<file path="config.mk">
export PLATFORM = sky130hd
export DESIGN_NAME = escalonador_rr
export DESIGN_NICKNAME = d
export VERILOG_FILES = /design/src/rtl/escalonador_rr_pkg.sv /design/src/rtl/escalonador_rr_tabela_processos.sv /design/src/rtl/escalonador_rr.sv
export SDC_FILE = /design/constraint.sdc
export NUM_CORES = 1
export LEC_CHECK = 0
export ABC_AREA = 1
export CAP_MARGIN = 5
export CELL_PAD_IN_SITES_DETAIL_PLACEMENT = 0
export CELL_PAD_IN_SITES_GLOBAL_PLACEMENT = 2
export CORE_MARGIN = 2
export CORE_UTILIZATION = 36
export CTS_BUF_LIST = sky130_fd_sc_hd__clkbuf_4 sky130_fd_sc_hd__clkbuf_8
export DETAILED_ROUTE_END_ITERATION = 8
export PLACE_DENSITY = 0.78
export SLEW_MARGIN = 10
export SYNTH_ARGS = -nofsm -noshare
export SYNTH_HDL_FRONTEND = slang
export SYNTH_SLANG_ARGS = --single-unit
</file>
<file path="constraint.sdc">
create_clock -name clock -period 4 [get_ports clock]
set_input_delay 0.4 -clock clock [delete_from_list [all_inputs] [get_ports clock]]
set_output_delay 0.4 -clock clock [all_outputs]
set_load 0.02 [all_outputs]
</file>
<file path="src/rtl/escalonador_rr_pkg.sv">
// escalonador_rr_pkg: slot/FSM encodings and process-layout defaults shared with the CPU display logic
package escalonador_rr_pkg;
    typedef enum logic [1:0] {SLOT_EMPTY, SLOT_READY, SLOT_BLOCKED, SLOT_DONE} slot_t;
    typedef enum logic [2:0] {ST_IDLE, ST_INIT, ST_RUN, ST_SELECT, ST_DISPATCH, ST_DONE} estado_t;
    localparam int DEF_MAX_PROC = 10;
    localparam int DEF_PROC_BASE = 300;
    localparam int DEF_PROC_REGION = 300;
    localparam logic [3:0] PID_IDLE = 4'd0;
    function automatic logic [3:0] proximo(input logic [3:0] id, input int max_id);
        return (int'(id) >= max_id) ? 4'd1 : id + 4'd1;
    endfunction
endpackage

</file>
<file path="src/rtl/escalonador_rr_tabela_processos.sv">
// tabela_processos: per-slot state and saved PC, written by id, read by scan id
module tabela_processos
    import escalonador_rr_pkg::*;
#(
    parameter int MAX_PROC = DEF_MAX_PROC,
    parameter int PC_W = 32,
    parameter int PROC_BASE = DEF_PROC_BASE,
    parameter int PROC_REGION = DEF_PROC_REGION
) (
    input  logic            clock,
    input  logic            reset,
    input  logic            init,
    input  logic [3:0]      num,
    input  logic            wr_en,
    input  logic [3:0]      wr_id,
    input  logic [1:0]      wr_state,
    input  logic            wr_pc_en,
    input  logic [PC_W-1:0] wr_pc,
    input  logic            io_done,
    input  logic [3:0]      io_done_id,
    input  logic [3:0]      rd_id,
    output logic [1:0]      rd_state,
    output logic [PC_W-1:0] rd_pc,
    output logic [3:0]      n_blocked
);
    slot_t           estado   [1:MAX_PROC];
    logic [PC_W-1:0] pc_salvo [1:MAX_PROC];

    // a running-process write beats a same-cycle io_done on that slot
    always_ff @(posedge clock) begin
        for (int i = 1; i <= MAX_PROC; i++) begin
            if (!reset) begin
                estado[i]   <= SLOT_EMPTY;
                pc_salvo[i] <= '0;
            end else if (init) begin
                estado[i]   <= (i <= int'(num)) ? SLOT_READY : SLOT_EMPTY;
                pc_salvo[i] <= PC_W'(PROC_BASE + (i - 1) * PROC_REGION);
            end else begin
                if (wr_en && int'(wr_id) == i)
                    estado[i] <= slot_t'(wr_state);
                else if (io_done && int'(io_done_id) == i && estado[i] == SLOT_BLOCKED)
                    estado[i] <= SLOT_READY;
                if (wr_pc_en && int'(wr_id) == i)
                    pc_salvo[i] <= wr_pc;
            end
        end
    end

    always_comb begin
        rd_state  = SLOT_EMPTY;
        rd_pc     = '0;
        n_blocked = '0;
        for (int i = 1; i <= MAX_PROC; i++) begin
            if (int'(rd_id) == i) begin
                rd_state = estado[i];
                rd_pc    = pc_salvo[i];
            end
            n_blocked = n_blocked + 4'(estado[i] == SLOT_BLOCKED);
        end
    end
endmodule

</file>
<file path="src/rtl/escalonador_rr.sv">
// escalonador_rr: round-robin process scheduler with quantum counter and req/ack PC hand-off
// ESCALONADOR_STATS_EN adds trocas_total (completed switches) and bloqueios (blocked slots)
module escalonador_rr
    import escalonador_rr_pkg::*;
#(
    parameter int MAX_PROC = DEF_MAX_PROC,
    parameter int QUANTUM = 16,
    parameter int PROC_BASE = DEF_PROC_BASE,
    parameter int PROC_REGION = DEF_PROC_REGION,
    parameter int PC_W = 32
) (
    input  logic            clock,
    input  logic            reset,
    input  logic            start,
    input  logic [3:0]      num_proc,
    input  logic            instr_retire,
    input  logic            io_req,
    input  logic            io_done,
    input  logic [3:0]      io_done_id,
    input  logic            fim_processo,
    input  logic [PC_W-1:0] pc_atual,
    output logic            switch_req,
    input  logic            switch_ack,
    output logic [PC_W-1:0] next_pc,
    output logic [3:0]      processo_atual,
    output logic            all_done,
    output logic [7:0]      quantum_cnt
`ifdef ESCALONADOR_STATS_EN
    ,
    output logic [15:0]     trocas_total,
    output logic [3:0]      bloqueios
`endif
);
    estado_t         st;
    logic [3:0]      cur, sid, lap, n_proc, n_blocked;
    logic [1:0]      rd_state;
    logic [PC_W-1:0] rd_pc;
    logic            armed, in_run, expira, run_ev, any_blocked;

    assign in_run      = st == ST_RUN;
    assign expira      = instr_retire && quantum_cnt == 8'(QUANTUM - 1);
    assign run_ev      = in_run && (fim_processo || io_req || expira);
    assign any_blocked = n_blocked != 4'd0;

    tabela_processos #(
        .MAX_PROC(MAX_PROC), .PC_W(PC_W), .PROC_BASE(PROC_BASE), .PROC_REGION(PROC_REGION)
    ) u_tabela (
        .clock(clock),
        .reset(reset),
        .init(st == ST_INIT),
        .num(n_proc),
        .wr_en(run_ev),
        .wr_id(cur),
        .wr_state(fim_processo ? SLOT_DONE : io_req ? SLOT_BLOCKED : SLOT_READY),
        .wr_pc_en(run_ev && !fim_processo),
        .wr_pc(pc_atual),
        .io_done(io_done),
        .io_done_id(io_done_id),
        .rd_id(sid),
        .rd_state(rd_state),
        .rd_pc(rd_pc),
        .n_blocked(n_blocked)
    );

    // armed masks a switch_ack arriving in the cycle switch_req first shows
    always_ff @(posedge clock) begin
        if (!reset) begin
            st             <= ST_IDLE;
            cur            <= '0;
            sid            <= '0;
            lap            <= '0;
            n_proc         <= '0;
            armed          <= 1'b0;
            switch_req     <= 1'b0;
            next_pc        <= '0;
            processo_atual <= PID_IDLE;
            all_done       <= 1'b0;
            quantum_cnt    <= '0;
        end else begin
            if (in_run && instr_retire)
                quantum_cnt <= quantum_cnt + 8'd1;
            case (st)
                ST_IDLE, ST_DONE: if (start) begin
                    st       <= ST_INIT;
                    all_done <= 1'b0;
                    n_proc   <= (num_proc == 4'd0 || int'(num_proc) > MAX_PROC) ? 4'(MAX_PROC) : num_proc;
                end
                ST_INIT: begin
                    st             <= ST_DISPATCH;
                    cur            <= 4'd1;
                    armed          <= 1'b0;
                    switch_req     <= 1'b1;
                    next_pc        <= PC_W'(PROC_BASE);
                    processo_atual <= 4'd1;
                end
                ST_RUN: if (run_ev) begin
                    st  <= ST_SELECT;
                    sid <= proximo(cur, MAX_PROC);
                    lap <= '0;
                end
                ST_SELECT: if (rd_state == SLOT_READY) begin
                    st             <= ST_DISPATCH;
                    cur            <= sid;
                    armed          <= 1'b0;
                    switch_req     <= 1'b1;
                    next_pc        <= rd_pc;
                    processo_atual <= sid;
                end else begin
                    sid <= proximo(sid, MAX_PROC);
                    lap <= lap + 4'd1;
                    if (int'(lap) == MAX_PROC - 1) begin
                        lap            <= '0;
                        processo_atual <= PID_IDLE;
                        if (!any_blocked) begin
                            st       <= ST_DONE;
                            all_done <= 1'b1;
                        end
                    end
                end
                ST_DISPATCH: begin
                    armed <= 1'b1;
                    if (armed && switch_ack) begin
                        st          <= ST_RUN;
                        switch_req  <= 1'b0;
                        quantum_cnt <= '0;
                    end
                end
                default: st <= ST_IDLE;
            endcase
        end
    end

`ifdef ESCALONADOR_STATS_EN
    always_ff @(posedge clock) begin
        if (!reset || ((st == ST_IDLE || st == ST_DONE) && start))
            trocas_total <= '0;
        else if (st == ST_DISPATCH && armed && switch_ack && trocas_total != 16'hFFFF)
            trocas_total <= trocas_total + 16'd1;
    end
    assign bloqueios = n_blocked;
`endif
endmodule

</file>
==> impl_metrics.yaml <==
drt:
  wl_per_cell_um: 17.1
  wl_um: 51400
  vias: 14583
  routed_via_density: 4.86
  dr.pass1.iters: 5
  antenna_left: 0
  drt_iter0_markers: 705
  post-route-drc-count: 0
synthesis:
  synthXorXnorAreaFrac_pct: 0.405
  synth-seq-area-share_pct: 59.2
  muxShareOfSynthArea_pct: 0
  synth_warnings: 0
  avgSynthCellArea_um2: 9.09
  ys_ff_latch: 406
  synth_cell_types: 47
  synth_nets: 2214
  synth_top_family_by_area: "simple AND/OR/NAND/NOR gates"
  syn_area_mm2: 0.0195
  synth_adder_area_share_pct: 1.64
  synthCells: 2144
  synth_simple_gate_area_share_pct: 28.3
  synth-compound-area-share_pct: 4.32
floorplan:
  die_area_mm2: 0.0560
  die_x_um: 237
  die_height_um: 237
  rows: 85
  core_mm2: 0.0537
  initial_core_util_pct: 36.3
  num_io_pins: 94
finish:
  fill_cells: 5237
  multiInputGateArea_mm2: 0.00679
  antenna_cells: 0
  drive_above_1_share_pct: 13.4
  area_growth_pct: 15.9
  nets: 2322
  ff_latch_area_mm2: 0.0115
  instances_no_fill: 3002
hold_path:
  hold_path_depth: 3
  holdPathEnd: "n_proc[3]$_SDFFE_PN0P_"
  hp-class: "primary input to flop"
  worstHoldStart: "num_proc[3]"
placement:
  dp.cells: 2870
  dp_hpwl_um: 35300
  portBuffers: 93
  place.gp.congestion: 0.836
  dp_slack_ps: -231
sta:
  max_freq_mhz: 244
  worst_pin_slew_ps: 790
  layout_min_cycle_time_ps: 4100
  grt_setup_unrepaired: "yes"
  hold_violations: 0
  fin_tns_setup_ps: -212
  period_share_pct: 103
  finalWorstSetupSlack_ps: -103
  skew_ps: 30.8
  fin_hold_ws_ps: 433
  slew_viol_final: 0
  finalSetupViolations: 3
  max_slew_margin_pct: 47.1
critical_path:
  critical_path_buf_inv_count: 4
  crit_type: "flop to flop"
  reg2reg_from: "u_tabela.estado[0][5]$_SDFFCE_PP0P_"
  worstSetupStartpointType: "flop"
  r2r_slack_ps: -100
  r2r_end: "st[0]$_SDFFE_PN0P_"
  endpoint_kind: "flop"
  worstRegToRegCells: 20
  slowest_delay_ps: 510
  cpLargestDelayFamily: "adder cells"
  path_cells: "inv_2 -> nor2_1 -> ha_1 -> inv_1 -> fa_1 -> fa_1 -> fa_1 -> inv_1 -> fa_2 -> inv_2 -> fa_1 -> nor3b_1 -> o211ai_1 -> nand2_1 -> nand2_1 -> nand3_2 -> nand2_4 -> nand2_1 -> nand2_1 -> nor2_1"
  slowest_stage: "fa_1"
  crit_path_max_fanout: 4
  cp_data_required_time_ps: 4510
  crit_arrival_ps: 4610
power_and_ir_drop:
  peakVddDrop_mv: 0.216
  powerDensity_mw_per_mm2: 541
  leakage_uw: 0.00924
  power_uw: 12200
clock_tree:
  root_buffer: "clkbuf_8"
  cts.path.max_buffers: 3
  cts_tree: "yes"
  clkSlewWorstSetupHoldPaths_ps: 60
  clock_sinks: 406
  cts_hold_buf: 0
  htreeDepth: 3
  clk_latency_ps: 640
  cts-buffers-inserted: 72
status:
  violations: "setup timing"
  status: "finished, violations left"
global_routing:
  track_usage_pct: 18.6
  globalRouteMet2Util_pct: 34.4
  busiest_layer: "met2"
  met3_usage_pct: 3.33
  grt_max_degree: 63
  grt_overflow_total: 0
  grt_use_met1_pct: 21.2
  antenna_found_initial: 0
  first_global_vias: 14903
  grt_pass1_wl_um: 81200
job:
  drv_cap: 0
tightest hold or removal path: stages:
cell and delay, ps:
clkdlybuf4s50_1 400, inv_1 110, a31oi_1 90
metrics by stage:
| stage | area (um^2) | utilization [%] |
|---|---|---|
| floorplan | 19500 | - |
| global placement | 21100 | 39.4 |
| detailed placement | 21100 | 39.4 |
| CTS | 22600 | 42.0 |
| global route | 22600 | 42.1 |
| finish | 22600 | 42.1 |
state kept, by name, indices dropped and copies added (netlist names):
| register | flops |
|---|---|
| all_done | 1 |
| armed | 1 |
| cur | 4 |
| lap | 4 |
| n_proc | 4 |
| next_pc | 32 |
| processo_atual | 4 |
| quantum_cnt | 8 |
| sid | 4 |
| st | 3 |
| switch_req | 1 |
| u_tabela.estado | 20 |
| u_tabela.pc_salvo | 320 |
cell usage in the layout, fill, tap and decap left out, types with 53 or more instances in the layout:
master / netlist / layout
or2_2: 92 / 92
clkdlybuf4s50_1: 0 / 93
nor2_1: 386 / 384
inv_1: 125 / 123
buf_4: 3 / 53
clkbuf_8: 0 / 78
nand3_1: 206 / 205
nand2_1: 507 / 505
o21ai_0: 66 / 66
dfxtp_1: 66 / 66
edfxtp_1: 340 / 340
a21oi_1: 62 / 61
synthesized netlist by cell type (all sizes together):
| cell type | instances | share of area (%) |
|---|---|---|
| xor2 | 6 | 0.27 |
| clkinv | 33 | 0.64 |
| inv | 138 | 2.7 |
| a211o | 1 | 0.045 |
| dfxtp | 66 | 6.8 |
| nand3 | 209 | 5.5 |
| nand2 | 515 | 10 |
| a22o | 1 | 0.045 |
| nor2 | 393 | 7.8 |
| o211ai | 2 | 0.077 |
| a21oi | 65 | 1.8 |
| o21ai | 75 | 2.0 |
| nor3 | 17 | 0.44 |
| or2 | 92 | 3.0 |
| o41ai | 1 | 0.084 |
| a31oi | 3 | 0.096 |
| o31ai | 1 | 0.039 |
| clkbuf | 51 | 0.98 |
| ha | 16 | 1.0 |
| nor4 | 6 | 0.19 |
| edfxtp | 340 | 52 |
| nand4 | 29 | 0.96 |
| xnor2 | 3 | 0.13 |
| a221oi | 1 | 0.045 |
| buf | 62 | 1.8 |
| a22oi | 2 | 0.077 |
| o22ai | 1 | 0.032 |
| nor3b | 2 | 0.077 |
| nand3b | 6 | 0.23 |
| o211a | 1 | 0.051 |
| fa | 6 | 0.62 |
worst max path at each step:
| stage | start | to | slack [ps] | cells after the start |
|---|---|---|---|---|
| global route | u_tabela.estado[0][5]$_SDFFCE_PP0P_ | st[0]$_SDFFE_PN0P_ | -350 | 20 |
| global placement | u_tabela.estado[0][2]$_SDFFCE_PP1P_ | st[0]$_SDFFE_PN0P_ | -210 | 19 |
| finish | u_tabela.estado[0][5]$_SDFFCE_PP0P_ | st[0]$_SDFFE_PN0P_ | -100 | 20 |
| detailed placement | u_tabela.estado[0][5]$_SDFFCE_PP0P_ | st[0]$_SDFFE_PN0P_ | -230 | 20 |
| CTS | u_tabela.estado[0][5]$_SDFFCE_PP0P_ | st[0]$_SDFFE_PN0P_ | -130 | 20 |
| floorplan | u_tabela.estado[0][5]$_SDFFCE_PP0P_ | st[0]$_SDFFE_PN0P_ | 160 | 20 |
routing by layer:
metal  vias up  part of all wire (%)
met5         -                     0
met4         0                   3.3
met3       119                   3.1
met2       228                    53
met1      6971                    40
li1       7265                     -
cells by family after synthesis:
group	Yosys count
simple gates	1269
fa+ha+maj	22
compound gates	154
xor+xnor	9
buf+inv	284
flops	406
report_power, final:
part	switching, uW	internal [uW]
clock network	1720	2080
registers	256	5670
logic	1760	730
total	3740	8480
final cells by class:
| type | count | share of cell area [%] |
|---|---|---|
| clock buffers | 109 | 5.78 |
| clock inverters | 19 | 0.404 |
| inverters | 171 | 2.85 |
| multi-input cells | 1454 | 30.1 |
| flip-flops and latches | 406 | 51.1 |
| well taps | 696 | 3.86 |
| repair buffers | 147 | 5.97 |
repair_timing:
| item | CTS | global route |
|---|---|---|
| pin swaps | 2 | 2 |
| setup buffers | 3 | 1 |
| gates resized for setup | 5 | 4 |
| setup endpoints to repair | 3 | 3 |
Note: power is estimated with default switching activity, not from simulation.
